File: src/rtl/commit_ctrl.sv
// Reorder-buffer commit controller.
// Tracks in-flight instructions in a circular buffer. It retires them in order
// through a registered commit pulse. A mispredicted branch at the head flushes
// the whole buffer through a registered rollback pulse.
module commit_ctrl #(
  parameter int ROB_SIZE  = 16,
  parameter int ROB_POS_W = 4
) (
  input  logic                 clk,
  input  logic                 rst,
  input  logic                 rdy,
  input  logic                 issue,
  input  logic [4:0]           issue_rd,
  output logic [ROB_POS_W-1:0] issue_rob_pos,
  output logic                 full,
  input  logic                 wb_en,
  input  logic [ROB_POS_W-1:0] wb_rob_pos,
  input  logic [31:0]          wb_val,
  input  logic                 wb_mispredict,
  output logic                 commit,
  output logic [4:0]           commit_rd,
  output logic [31:0]          commit_val,
  output logic [ROB_POS_W-1:0] commit_rob_pos,
  output logic                 rollback
);

  localparam logic [ROB_POS_W:0]   FULL_COUNT = (ROB_POS_W + 1)'(ROB_SIZE);
  localparam logic [ROB_POS_W:0]   COUNT_ONE  = (ROB_POS_W + 1)'(1);
  localparam logic [ROB_POS_W-1:0] POS_ONE    = (ROB_POS_W)'(1);

  logic [ROB_SIZE-1:0]  busy;
  logic [ROB_SIZE-1:0]  ready;
  logic [ROB_SIZE-1:0]  mispredict;
  logic [4:0]           rd_q  [ROB_SIZE];
  logic [31:0]          val_q [ROB_SIZE];
  logic [ROB_POS_W-1:0] head;
  logic [ROB_POS_W-1:0] tail;
  logic [ROB_POS_W:0]   count;

  logic do_commit;
  logic do_flush;
  logic do_issue;
  logic do_wb;

  assign full          = (count == FULL_COUNT);
  assign issue_rob_pos = tail;

  // A flush discards any issue or writeback arriving on the same edge. Fullness
  // is judged before the edge, so a commit on that edge does not open room for
  // an issue.
  assign do_commit = rdy && busy[head] && ready[head];
  assign do_flush  = do_commit && mispredict[head];
  assign do_issue  = rdy && issue && !full && !do_flush;
  assign do_wb     = rdy && wb_en && busy[wb_rob_pos] && !do_flush;

  // Buffer state, pointers, occupancy and the registered commit/rollback outputs.
  always_ff @(posedge clk or posedge rst) begin
    if (rst) begin
      head           <= '0;
      tail           <= '0;
      count          <= '0;
      busy           <= '0;
      ready          <= '0;
      mispredict     <= '0;
      for (int i = 0; i < ROB_SIZE; i++) begin
        rd_q[i]  <= '0;
        val_q[i] <= '0;
      end
      commit         <= 1'b0;
      rollback       <= 1'b0;
      commit_rd      <= '0;
      commit_val     <= '0;
      commit_rob_pos <= '0;
    end else begin
      commit   <= do_commit;
      rollback <= do_flush;
      if (do_commit) begin
        commit_rd      <= rd_q[head];
        commit_val     <= val_q[head];
        commit_rob_pos <= head;
      end
      if (do_flush) begin
        busy       <= '0;
        ready      <= '0;
        mispredict <= '0;
        head       <= '0;
        tail       <= '0;
        count      <= '0;
      end else begin
        if (do_commit) begin
          busy[head]  <= 1'b0;
          ready[head] <= 1'b0;
          head        <= head + POS_ONE;
        end
        if (do_wb) begin
          ready[wb_rob_pos]      <= 1'b1;
          val_q[wb_rob_pos]      <= wb_val;
          mispredict[wb_rob_pos] <= wb_mispredict;
        end
        if (do_issue) begin
          busy[tail]       <= 1'b1;
          ready[tail]      <= 1'b0;
          mispredict[tail] <= 1'b0;
          rd_q[tail]       <= issue_rd;
          tail             <= tail + POS_ONE;
        end
        case ({do_issue, do_commit})
          2'b10:   count <= count + COUNT_ONE;
          2'b01:   count <= count - COUNT_ONE;
          default: count <= count;
        endcase
      end
    end
  end

endmodule

File: config.mk
export PLATFORM = sky130hd
export DESIGN_NAME = commit_ctrl
export DESIGN_NICKNAME = d
export VERILOG_FILES = /design/src/rtl/commit_ctrl.sv
export SDC_FILE = /design/constraint.sdc
export NUM_CORES = 1
export LEC_CHECK = 0
export ABC_AREA = 1
export CAP_MARGIN = 15
export CORE_AREA = 2 2 431 305
export CTS_BUF_LIST = sky130_fd_sc_hd__clkbuf_16
export DETAILED_ROUTE_END_ITERATION = 10
export DIE_AREA = 0 0 433 307
export PLACE_DENSITY = 0.43
export REMOVE_ABC_BUFFERS = 1
export SLEW_MARGIN = 5
export SYNTH_ARGS = -nofsm -noshare
export SYNTH_HDL_FRONTEND = slang
export SYNTH_SLANG_ARGS = --single-unit
export TNS_END_PERCENT = 50
File: constraint.sdc
create_clock -name clk -period 55.4 [get_ports clk]
set_input_delay 11.08 -clock clk [delete_from_list [all_inputs] [get_ports clk]]
set_output_delay 11.08 -clock clk [all_outputs]
set_load 0.02 [all_outputs]
# Yosys cells after proc, flatten, opt, wreduce, memory -nomap -nowiden

Index checks and enable logic that the tools add are counted.
W data, S select, Z words.

Register bits: 696
Logic and storage cells: 141
Input port bits: 47
Output and inout bits: 48

Add/subtract/negate cells: 4
Bitwise logic cells: 12
Reductions and logical operators: 21
Magnitude comparators: 11
Eq/ne operators: 3
Muxes and demuxes: 47

Operator list:

| cell                  | number |
|---|---|
| $bwmux W512           | 1 |
| $mux W16              | 14 |
| $bmux W32 S4          | 1 |
| $demux W32 S4         | 1 |
| $mux W32              | 3 |
| $bwmux W80            | 1 |
| $and A16 B16 Y16      | 4 |
| $not A16 Y16          | 2 |
| $or A16 B16 Y16       | 2 |
| $bmux W5 S4           | 1 |
| $demux W5 S4          | 1 |
| $mux W5               | 4 |
| $bmux W1 S4           | 4 |
| $bwmux W16            | 1 |
| $mux W4               | 4 |
| $ge A5 B5 Y1 const B  | 3 |
| $lt A4 B5 Y1 const B  | 3 |
| $not A4 Y5            | 3 |
| $logic_and A1 B1 Y1   | 14 |
| $demux W1 S4          | 3 |
| $ge A4 B1 Y1 const B  | 3 |
| $lt A5 B1 Y1 const B  | 2 |
| $pmux W5 S2           | 1 |
| $add A4 B1 Y4 const B | 2 |
| other kinds (11)      | 20 |

# Depth between registers and ports, before layout

Gate-level depths: netlist of run 1.

Depth in word-level cells: 14
Gate-level depth with buffers: 22
Depth with buffers taken out: 20

# Worst setup path before layout of run 1

OpenSTA, ideal clock, no wires.

Path type: in2reg
From: input rdy
To: register count[4]
Setup time: 0.117 ns
Slack: 42.456 ns
Cell stages on the path: 12
Required time: 55.283 ns
Data arrival time: 12.828 ns
Path buffers: 0
Path through: a21boi_0 -> nand3_1 -> nor2_1 -> o21ai_2 -> fa_1 -> o21ai_0 -> xor2_1 -> inv_1 -> o211ai_1 -> nand2_1 -> nand2_1 -> nand2_1

Word-level cells in the longest chain between the ends: 8
Elaborated cells on any way between the ends: 12
Those cells by class: eq/ne (2); mux (2); reduce/logical (8)

RTL lines:

| element                                             | RTL line | RTL |
|---|---|---|
| start: declaration                                  | 11       | `input logic rdy,` |
| $logic_and A1 B1 Y1 (2 in a row)                    | 51       | `assign do_commit = rdy && busy[head] && ready[head];` |
| $logic_and A1 B1 Y1                                 | 52       | `assign do_flush = do_commit && mispredict[head];` |
| $logic_not A1 Y1                                    | 53       | `assign do_issue = rdy && issue && !full && !do_flush;` |
| $logic_and A1 B1 Y1                                 | 53       |  |
| $eq A2 B1 Y1 / $eq A2 B2 Y1 (equally long branches) | 107      | `case ({do_issue, do_commit})` |
| $pmux W5 S2                                         | 107      |  |
| $mux W5                                             | 82       | `if (do_flush) begin` |
| end signal: assignment                              | 108      | `2'b10: count <= count + COUNT_ONE;` |
| end signal: assignment                              | 109      | `2'b01: count <= count - COUNT_ONE;` |
| end signal: assignment                              | 110      | `default: count <= count;` |
| end: declaration                                    | 38       | `logic [ROB_POS_W:0] count;` |

Parallel ways exist; a longest one is shown, timed or not.
A chain may end at the register's enable or synchronous reset.

# Worst setup path in the final report of run 1

From: input wb_rob_pos[0]
To: register val_q[323] (netlist bit)

Word-level cells in the longest chain between the ends: 6
Elaborated cells on any way between the ends: 12
Those cells by class: order compare (2); mux (5); bitwise (1); reduce/logical (4)

RTL lines:

| element                                                                   | RTL line | RTL |
|---|---|---|
| start: declaration                                                        | 17       | `input logic [ROB_POS_W-1:0] wb_rob_pos,` |
| $not A4 Y5 (not written as such)                                          | 97       | `val_q[wb_rob_pos] <= wb_val;` |
| $ge A5 B5 Y1 (not written as such) / $lt A5 B1 Y1 (equally long branches) | 97       |  |
| $logic_and A1 B1 Y1 (not written as such)                                 | 97       |  |
| $mux W32 (not written as such)                                            | 97       |  |
| $demux W32 S4                                                             | 97       |  |
| $bwmux W512                                                               | 97       |  |
| end signal: indexed assignment                                            | 97       |  |
| end: declaration                                                          | 35       | `logic [31:0] val_q [ROB_SIZE];` |

Parallel ways exist; a longest one is shown, timed or not. The select of a mux whose other input is x is not followed.

==> flow_summary.toml, run 1 <==
[sta]
drv_slew = 0
slew_headroom_pct = 29.4
hold_viol = 0
rsz0062_at_grt = "no"
max_clock_freq_mhz = 73.0
setup-violations-final = 0
clock-skew-final_ns = 0.0264
setup_tns_ns = 0
fin_crit_ns = 13.69
tightest_slew_ns = 1.06
fin_crit_sh_pct = 24.7

[worst_setup_path]
end_kind = "register"
cp.required_ns = 55.89
crit_fanout = 65
critPathKind = "in -> reg"
crit_path_start_kind = "input port"
arrival_ns = 14.19

[clock_network]
cts.sink_count = 696
cts_root_buf = "clkbuf_16"
cts_buffer_depth = 3
cts-resized-gates = 0
h-tree-depth = 3
insertion_delay_ns = 0.67
cts_tree = "built"
hold_buffers = 0
cts.clk_slew.worst_paths_ns = 0.06
numCtsBuffers = 78
post_cts.repair.setup_buffers = 0

[die]
core-area_sq_um = 129000
pin_count = 95
rows = 111
die_width_um = 433
die_y_um = 307
initial_core_util_pct = 24.8
die_area_sq_um = 133000

[synth]
synthArstFlopShare_pct = 100
yosys_warnings = 0
ys_seq_elements = 696
yosys.area.top_type_share_pct = 54.4
post_synth_inst_count = 3873
synth-seq-area-share_pct = 54.4
synthTopCellsByCount = "nand2_1 (926), o21ai_0 (847), dfrtp_1 (696), nor2_1 (329), inv_1 (218)"
synth_ff_type = "dfrtp_1"
synth_edf_count = 0
post-synth-top-area-cell = "dfrtp_1"
synth_most_common_cell = "nand2_1"
synthTopCellsByArea = "dfrtp_1 (54%), o21ai_0 (13%), nand2_1 (11%)"
avgSynthCellArea_sq_um = 8.27
synth.distinct_cells = 38
synthesis.area_sq_um = 32000

[power]
p_leak_nw = 16.3
switching_share_pct = 39.6
p_seq_share_pct = 38.8
power_frac_clock_pct = 26.0
p_per_area_nw_per_um2 = 50.8
ir_worst_vdd_mv = 0.0281
p_int_mw = 1.11
p_switching_mw = 0.729
pwr-share-comb_pct = 35.1

[cells_and_area]
area_growth_pct = 13.0
stdcell_area_sq_um = 36200
nets = 3830
final_cells = 5581
drive_above_1_share_pct = 5.07

[placement]
dp_hpwl_um = 54700
placedCellCount = 5442
gp_congestion = 0.788
postPlaceCellArea_sq_um = 33900
port_buffers = 94

[global_route]
grtUsageTotal_pct = 15.7
grt_first_pass_wirelength_um = 161000
grt_start_max_net_pins = 172
grt_pass1_vias = 25351
grt-ovfl-total = 0
antenna_found_initial = 5

[route]
ant_nets = 0
drtIter0Drc = 2068
viasPerCell = 4.60
drc = 0
dr.pass1.iters = 5
wirelength_um = 104000
avgRoutedWirePerCell_um = 18.5
vias = 25653

[run_status]
outcome = "complete, no violations"

[flow_run]
maxCapViolations = 0

[min_path]
hold_class = "reg -> reg"
-- cell usage in the layout, fill, tap and decap left out, types with 11 or more instances in the layout --
master and n:
nor2_1 324, inv_1 245, clkinv_1 13, nand2_1 924, o21ai_2 16, clkbuf_16 80
o21ai_1 160, a31oi_1 33, nand3_1 52, clkdlybuf4s50_1 94, o22ai_1 84, o21ai_0 847
a21oi_1 137, dfrtp_1 694, buf_4 26, nand2_2 18, ha_1 11
-- power groups by stage --
| stage | Sequential [mW] | Clock, mW | Combinational [mW] |
|---|---|---|---|
| detailed placement | 0.722 | 0 | 0.652 |
| floorplan | 0.741 | 0 | 0.406 |
| global placement | 0.721 | 0 | 0.649 |
| global route | 0.730 | 0.517 | 0.741 |
| CTS | 0.714 | 0.498 | 0.655 |
| finish | 0.714 | 0.479 | 0.646 |
-- flip-flops by register name, summed over array words and instances, names as in the netlist --
register / count
commit: 1
mispredict: 16
commit_rob_pos: 4
commit_rd: 5
ready: 16
busy: 16
val_q: 512
count: 5
commit_val: 32
head: 4
issue_rob_pos: 4
rollback: 1
rd_q: 80
-- cell families (layout without fill, tap and decap cells) --
family                     after synthesis  count (layout)  share of synthesized area, %
xor gates and xnor gates                 3               3                        0.0821
buffers and inverters                  532             484                          7.67
and+or+nand+nor                       1351            1351                          16.7
other                                    0               5                             0
AOI/OAI and AO/OA                     1279            1279                          20.6
adders and majority gates               12              12                         0.492
DFF                                    696             696                          54.4
-- per-stage QoR --
step	util (%)	worst slack [ns]	hold WS, ns	total power [mW]
floorplan	-	24.80	0.448	1.15
global placement	26.2	41.10	0.460	1.37
detailed placement	26.2	41.05	0.467	1.37
CTS	28.0	41.77	0.481	1.87
global route	28.0	41.49	0.495	1.99
finish	28.0	41.71	0.478	1.84
-- routing by layer --
layer,global-route usage (%),up-vias,share of wire [%]
met1,23.4,12515,51
met4,3.85,4,2.0
met2,23.7,449,43
met5,0,-,0.026
met3,2.31,135,3.9
li1,-,12550,-
-- critical path, stage by stage --
cell,delay (ns)
clkdlybuf4s50_1,0.81
inv_2,0.14
nor2_1,0.70
inv_1,0.09
nor2_1,0.19
inv_1,0.10
nor2_4,0.10
buf_4,0.72
o21ai_0,0.18
-- worst paths after layout --
| path | slack (ns) | from | depth (start not counted) | endpoint |
|---|---|---|---|---|
| worst min-delay path | 0.48 | val_q[479] | 2 | val_q[479] |
| worst max register to register | 50.35 | head[0] | 13 | val_q[250] |
| worst min register to register | 0.48 | val_q[479] | 2 | val_q[479] |
| max in group asynchronous | 42.12 | rst | 4 | val_q[484] |
| worst max-delay path | 41.71 | wb_rob_pos[0] | 9 | val_q[323] |
| min in group asynchronous | 10.94 | rst | 2 | commit_rob_pos[0] |
-- layout make-up --
class	count	area, sq um
Antenna cell	5	12.5
Clock buffer	80	2000
Clock inverter	54	254
Fill cell	14069	93100
Inverter	227	877
Multi-Input combinational cell	2645	12200
Sequential cell	696	17400
Tap cell	1751	2190
Timing Repair Buffer	123	1200
(Power assumes the default switching activity.)
==> run 2: changes to the inputs <==
Clock period 55.4 ns to 12.64 ns, I/O delays scaled along.
==> run 2 against run 1 <==
  * Sequential share of layout area barely moved
  * Register-to-register slack worse by 43 ns
  * Cell area hardly changed
  * Combinational power rose to 4.4 times the previous value
  * Die area is the same
  * Largest cell class unchanged
==> flow_summary.toml, run 2 (synthesis gave the netlist of run 1 again) <==
[worst_setup_path]
worst_path_dominant_cell_family = "buffers and inverters"
crit_path_start_kind = "register"
critPathKind = "reg -> reg"
cpMaxStageDelayCell = "buf_4"
crit_chain = "buf_4 -> buf_4 -> nand2_1 -> nand3_1 -> nand2_1 -> nand2_1 -> nand2_1 -> nor2_4 -> nand3_4 -> nand2_4 -> inv_4 -> nand2_4 -> buf_4 -> nand2_1 -> o21ai_1"
rr_endpoint = "val_q[254]"
arrival_ns = 5.79
r2r_cells = 15
end_kind = "register"
crit_top_cell = "nand2_1"
cp.required_ns = 13.21
rrSetupSlack_ns = 7.41
crit_fanout = 85
slowest_delay_ns = 0.80
r2r_start = "head[0]"
path_buf_inv = 4

[clock_network]
insertion_delay_ns = 0.67
cts.sink_count = 696
cts.clk_slew.worst_paths_ns = 0.06
h-tree-depth = 3
cts_tree = "built"
numCtsBuffers = 75
hold_buffers = 0
cts_root_buf = "clkbuf_16"
cts_buffer_depth = 3
cts-resized-gates = 0
post_cts.repair.setup_buffers = 0

[sta]
drv_slew = 0
fin_crit_sh_pct = 41.4
tightest_slew_ns = 1.08
slew_headroom_pct = 27.9
max_clock_freq_mhz = 191
setup-violations-final = 0
rsz0062_at_grt = "no"
hold_viol = 0
clock-skew-final_ns = 0.0253
hold_slack_ns = 0.478
fin_crit_ns = 5.23

[global_route]
grt_start_max_net_pins = 152
grtUsageTotal_pct = 16.1
grt-ovfl-total = 0
grt_first_pass_wirelength_um = 165000
grt_pass1_vias = 25276
antenna_found_initial = 2

[cells_and_area]
nets = 3830
area_growth_pct = 13.1
top_regs = "val_q x512, rd_q x80, commit_val x32"
layout.filler_cells = 14080
largest_register_ffs = 512
drive_above_1_share_pct = 5.09
final_util_pct = 28.0
max_flop_register = "val_q"
layout_commonest_cell = "nand2_1"
final_cell_mix = "nand2_1 (924), o21ai_0 (847), dfrtp_1 (694)"

[die]
initial_core_util_pct = 24.8
die_area_sq_um = 133000
pin_count = 95
die_y_um = 307
core-area_sq_um = 129000
die_width_um = 433
rows = 111

[power]
p_leak_nw = 16.2
p_per_area_nw_per_um2 = 224
ir_worst_vdd_mv = 0.123

[route]
wirelength_um = 107000
drc = 0
ant_nets = 0
viasPerCell = 4.61
avgRoutedWirePerCell_um = 19.1
dr.pass1.iters = 7
drtIter0Drc = 2269
vias = 25756

[min_path]
hold_end = "rd_q[28]"
hold_depth = 2
min_from = "rd_q[28]"
hold_class = "reg -> reg"

[placement]
dp_hpwl_um = 56300
gp_congestion = 0.793
port_buffers = 94

[flow_run]
maxCapViolations = 0

[run_status]
outcome = "complete, no violations"
run 2: final cells by class:
type | count | area [sq um] | share of cell area, %
clock buffers | 78 | 1950 | 5.39
diodes | 4 | 10.0 | 0.0276
well taps | 1751 | 2190 | 6.05
inverters | 227 | 880 | 2.43
clock inverters | 56 | 317 | 0.874
repair buffers | 126 | 1210 | 3.33
flip-flops and latches | 696 | 17400 | 48.1
multi-input cells | 2645 | 12200 | 33.8
run 2: worst max-delay path by stage:
| stage | from | depth (start not counted) | end | slack (ns) |
|---|---|---|---|---|
| 3_3_place_gp | rdy | 13 | count[4] | 6.75 |
| 5_1_grt | head[0] | 16 | mispredict[8] | 6.96 |
| 6_report | head[0] | 15 | val_q[254] | 7.41 |
| 4_1_cts | head[0] | 15 | val_q[254] | 7.37 |
| 2_1_floorplan | rst | 1 | busy[0] | -9.40 |
| 3_5_place_dp | rdy | 13 | count[4] | 6.78 |
run 2: metal layers:
layer  track usage (%)  part of all wire [%]  vias up
met5                 0                     0        -
met4              3.48                   1.7        0
met3              2.65                   4.2      116
met2              24.7                    44      503
met1              23.8                    50    12601
li1                  -                     -    12536
run 2: tightest hold or removal path, stage by stage, from the launching register on:
cell     delay (ns)
dfrtp_1        0.34
nand2_1        0.05
o21ai_0        0.05
run 2: through the flow:
step | total power [mW] | setup WS, ns | area [sq um] | cells | setup TNS [ns]
finish | 8.11 | 7.41 | 36200 | 5583 | 0
global route | 8.76 | 6.96 | 36200 | 5580 | 0
CTS | 8.22 | 7.37 | 36200 | 5579 | 0
detailed placement | 6.05 | 6.78 | 33900 | 5445 | 0
global placement | 6.05 | 6.75 | 33900 | 5445 | 0
floorplan | 5.03 | -9.40 | 30400 | 3568 | -6545.72
run 2: power breakdown:
group	leakage, nW	switching [mW]	internal, mW	total, mW
registers	9.11	0.350	2.77	3.12
clock network	1.16	0.963	1.16	2.12
logic	5.95	1.92	0.952	2.87
total	16.2	3.24	4.88	8.11
==> run 3: changes to the inputs <==
Clock period 12.64 ns to 5.04 ns, I/O delays scaled along.
==> run 3 against run 2 <==
  * Cell area increased by 1.2%
  * Non-clock buffer count increased by 21
  * Fmax rose by 37%
  * Critical path depth fell by 2
  * Highest routed layer is now met5
  * Largest power group unchanged
  * Largest cell class unchanged
==> flow_summary.toml, run 3 (synthesis gave the netlist of run 1 again) <==
[global_route]
grt-ovfl-total = 0
grt_start_max_net_pins = 176
grt_first_pass_wirelength_um = 163000
grtUsageTotal_pct = 15.8
antenna_found_initial = 2
grt_pass1_vias = 25377

[route]
dr.pass1.iters = 5
vias = 25944
avgRoutedWirePerCell_um = 18.6
viasPerCell = 4.63
ant_nets = 0
drtIter0Drc = 2348
wirelength_um = 104000
drc = 0

[worst_setup_path]
critPathKind = "reg -> reg"
crit_path_start_kind = "register"
crit_fanout = 46
cp.required_ns = 5.56
arrival_ns = 4.34
end_kind = "register"

[placement]
dp_hpwl_um = 59700
gp_congestion = 0.818
pre_cts_slack_ns = 0.913
port_buffers = 94
postPlaceCellArea_sq_um = 34200

[cells_and_area]
nets = 3853
stdcell_area_sq_um = 36600
drive_above_1_share_pct = 6.05
top_regs = "val_q x512, rd_q x80, commit_val x32"
largest_register_ffs = 512
layout_commonest_cell = "nand2_1"
layout.filler_cells = 13953
final_cell_mix = "nand2_1 (924), o21ai_0 (847), dfrtp_1 (694)"
area_growth_pct = 14.4
max_flop_register = "val_q"

[power]
p_int_mw = 12.5
power_frac_clock_pct = 27.1
ir_worst_vdd_mv = 0.500
p_per_area_nw_per_um2 = 563
pwr-share-comb_pct = 35.1
switching_share_pct = 39.6
p_leak_nw = 16.5
p_switching_mw = 8.17
p_seq_share_pct = 37.7

[run_status]
outcome = "complete, no violations"

[sta]
fin_crit_sh_pct = 75.7
clock-skew-final_ns = 0.0261
slew_headroom_pct = 35.0
max_clock_freq_mhz = 262
rsz0062_at_grt = "no"
setup-violations-final = 0
worst_slack_ns = 1.23
fin_crit_ns = 3.81
hold_slack_ns = 0.477
hold_viol = 0
tightest_slew_ns = 0.974
setup_tns_ns = 0
drv_slew = 0

[clock_network]
hold_buffers = 0
cts_tree = "built"
h-tree-depth = 3
cts-resized-gates = 0
cts.clk_slew.worst_paths_ns = 0.06
insertion_delay_ns = 0.68
cts.sink_count = 696
cts_buffer_depth = 3
numCtsBuffers = 77
cts_root_buf = "clkbuf_16"
post_cts.repair.setup_buffers = 0

[die]
pin_count = 95
die_width_um = 433
initial_core_util_pct = 24.8
die_y_um = 307
die_area_sq_um = 133000
rows = 111
core-area_sq_um = 129000

[min_path]
hold_class = "reg -> reg"

[flow_run]
maxCapViolations = 0
[run 3: cell types whose count changed in the layout (fill, tap and decap cells not counted), sizes merged]
| cell | delta |
|---|---|
| buf | +21 |
| bufinv | +3 |
| clkbuf | +1 |
| clkinvlp | +1 |
| diode | -1 |
[run 3: critical path, cell delays in order (launching register included)]
cell	delay, ns
dfrtp_4	0.78
buf_4	0.60
nand3_1	0.17
nand2_1	0.09
nand2_1	0.08
nand2_1	0.15
nor2_4	0.07
nand3_4	0.25
nand2_4	0.13
inv_4	0.29
nand2_4	0.44
buf_4	0.39
nand2_1	0.08
o21ai_0	0.07
[run 3: worst paths after layout]
path                            cells past startpoint                end  slack [ns]        from
worst min-delay path                                2         val_q[475]        0.48  val_q[475]
worst max register to register                     13         val_q[183]        1.23     head[1]
max in group asynchronous                           3         val_q[323]        3.13         rst
min in group asynchronous                           2  commit_rob_pos[0]        0.88         rst
worst max-delay path                               13         val_q[183]        1.23     head[1]
worst min register to register                      2         val_q[475]        0.48  val_q[475]
[run 3: layer usage]
| layer | vias to the layer above | global-route usage (%) | part of all wire [%] | routed length [um] |
|---|---|---|---|---|
| met1 | 12738 | 23.9 | 52 | 53800 |
| met4 | 2 | 3.77 | 2.0 | 2110 |
| met5 | - | 0 | 0.012 | 13 |
| li1 | 12584 | - | - | - |
| met3 | 131 | 2.22 | 3.7 | 3860 |
| met2 | 489 | 23.4 | 43 | 44300 |
[run 3: per-stage QoR]
| step | power [mW] | cells | utilization, % |
|---|---|---|---|
| detailed placement | 15.2 | 5466 | 26.5 |
| global route | 22.2 | 5605 | 28.3 |
| floorplan | 12.6 | 3568 | - |
| global placement | 15.2 | 5466 | 26.5 |
| finish | 20.6 | 5608 | 28.3 |
| CTS | 20.9 | 5605 | 28.3 |
[run 3: layout make-up]
class | instances | area, sq um | share of cell area (%)
antenna | 3 | 7.51 | 0.0205
sequential | 696 | 17400 | 47.6
clock inverter | 60 | 429 | 1.17
multi-input combinational | 2645 | 12200 | 33.4
clock buffer | 79 | 1980 | 5.40
timing repair buffer | 147 | 1500 | 4.10
tap | 1751 | 2190 | 5.98
inverter | 227 | 877 | 2.39
[run 3: power by group through the flow]
stage	Combinational (mW)	Clock, mW	Sequential [mW]
3_5_place_dp	7.32	0	7.88
3_3_place_gp	7.32	0	7.87
5_1_grt	8.29	6.00	7.95
6_report	7.25	5.60	7.79
2_1_floorplan	4.46	0	8.14
4_1_cts	7.34	5.78	7.79
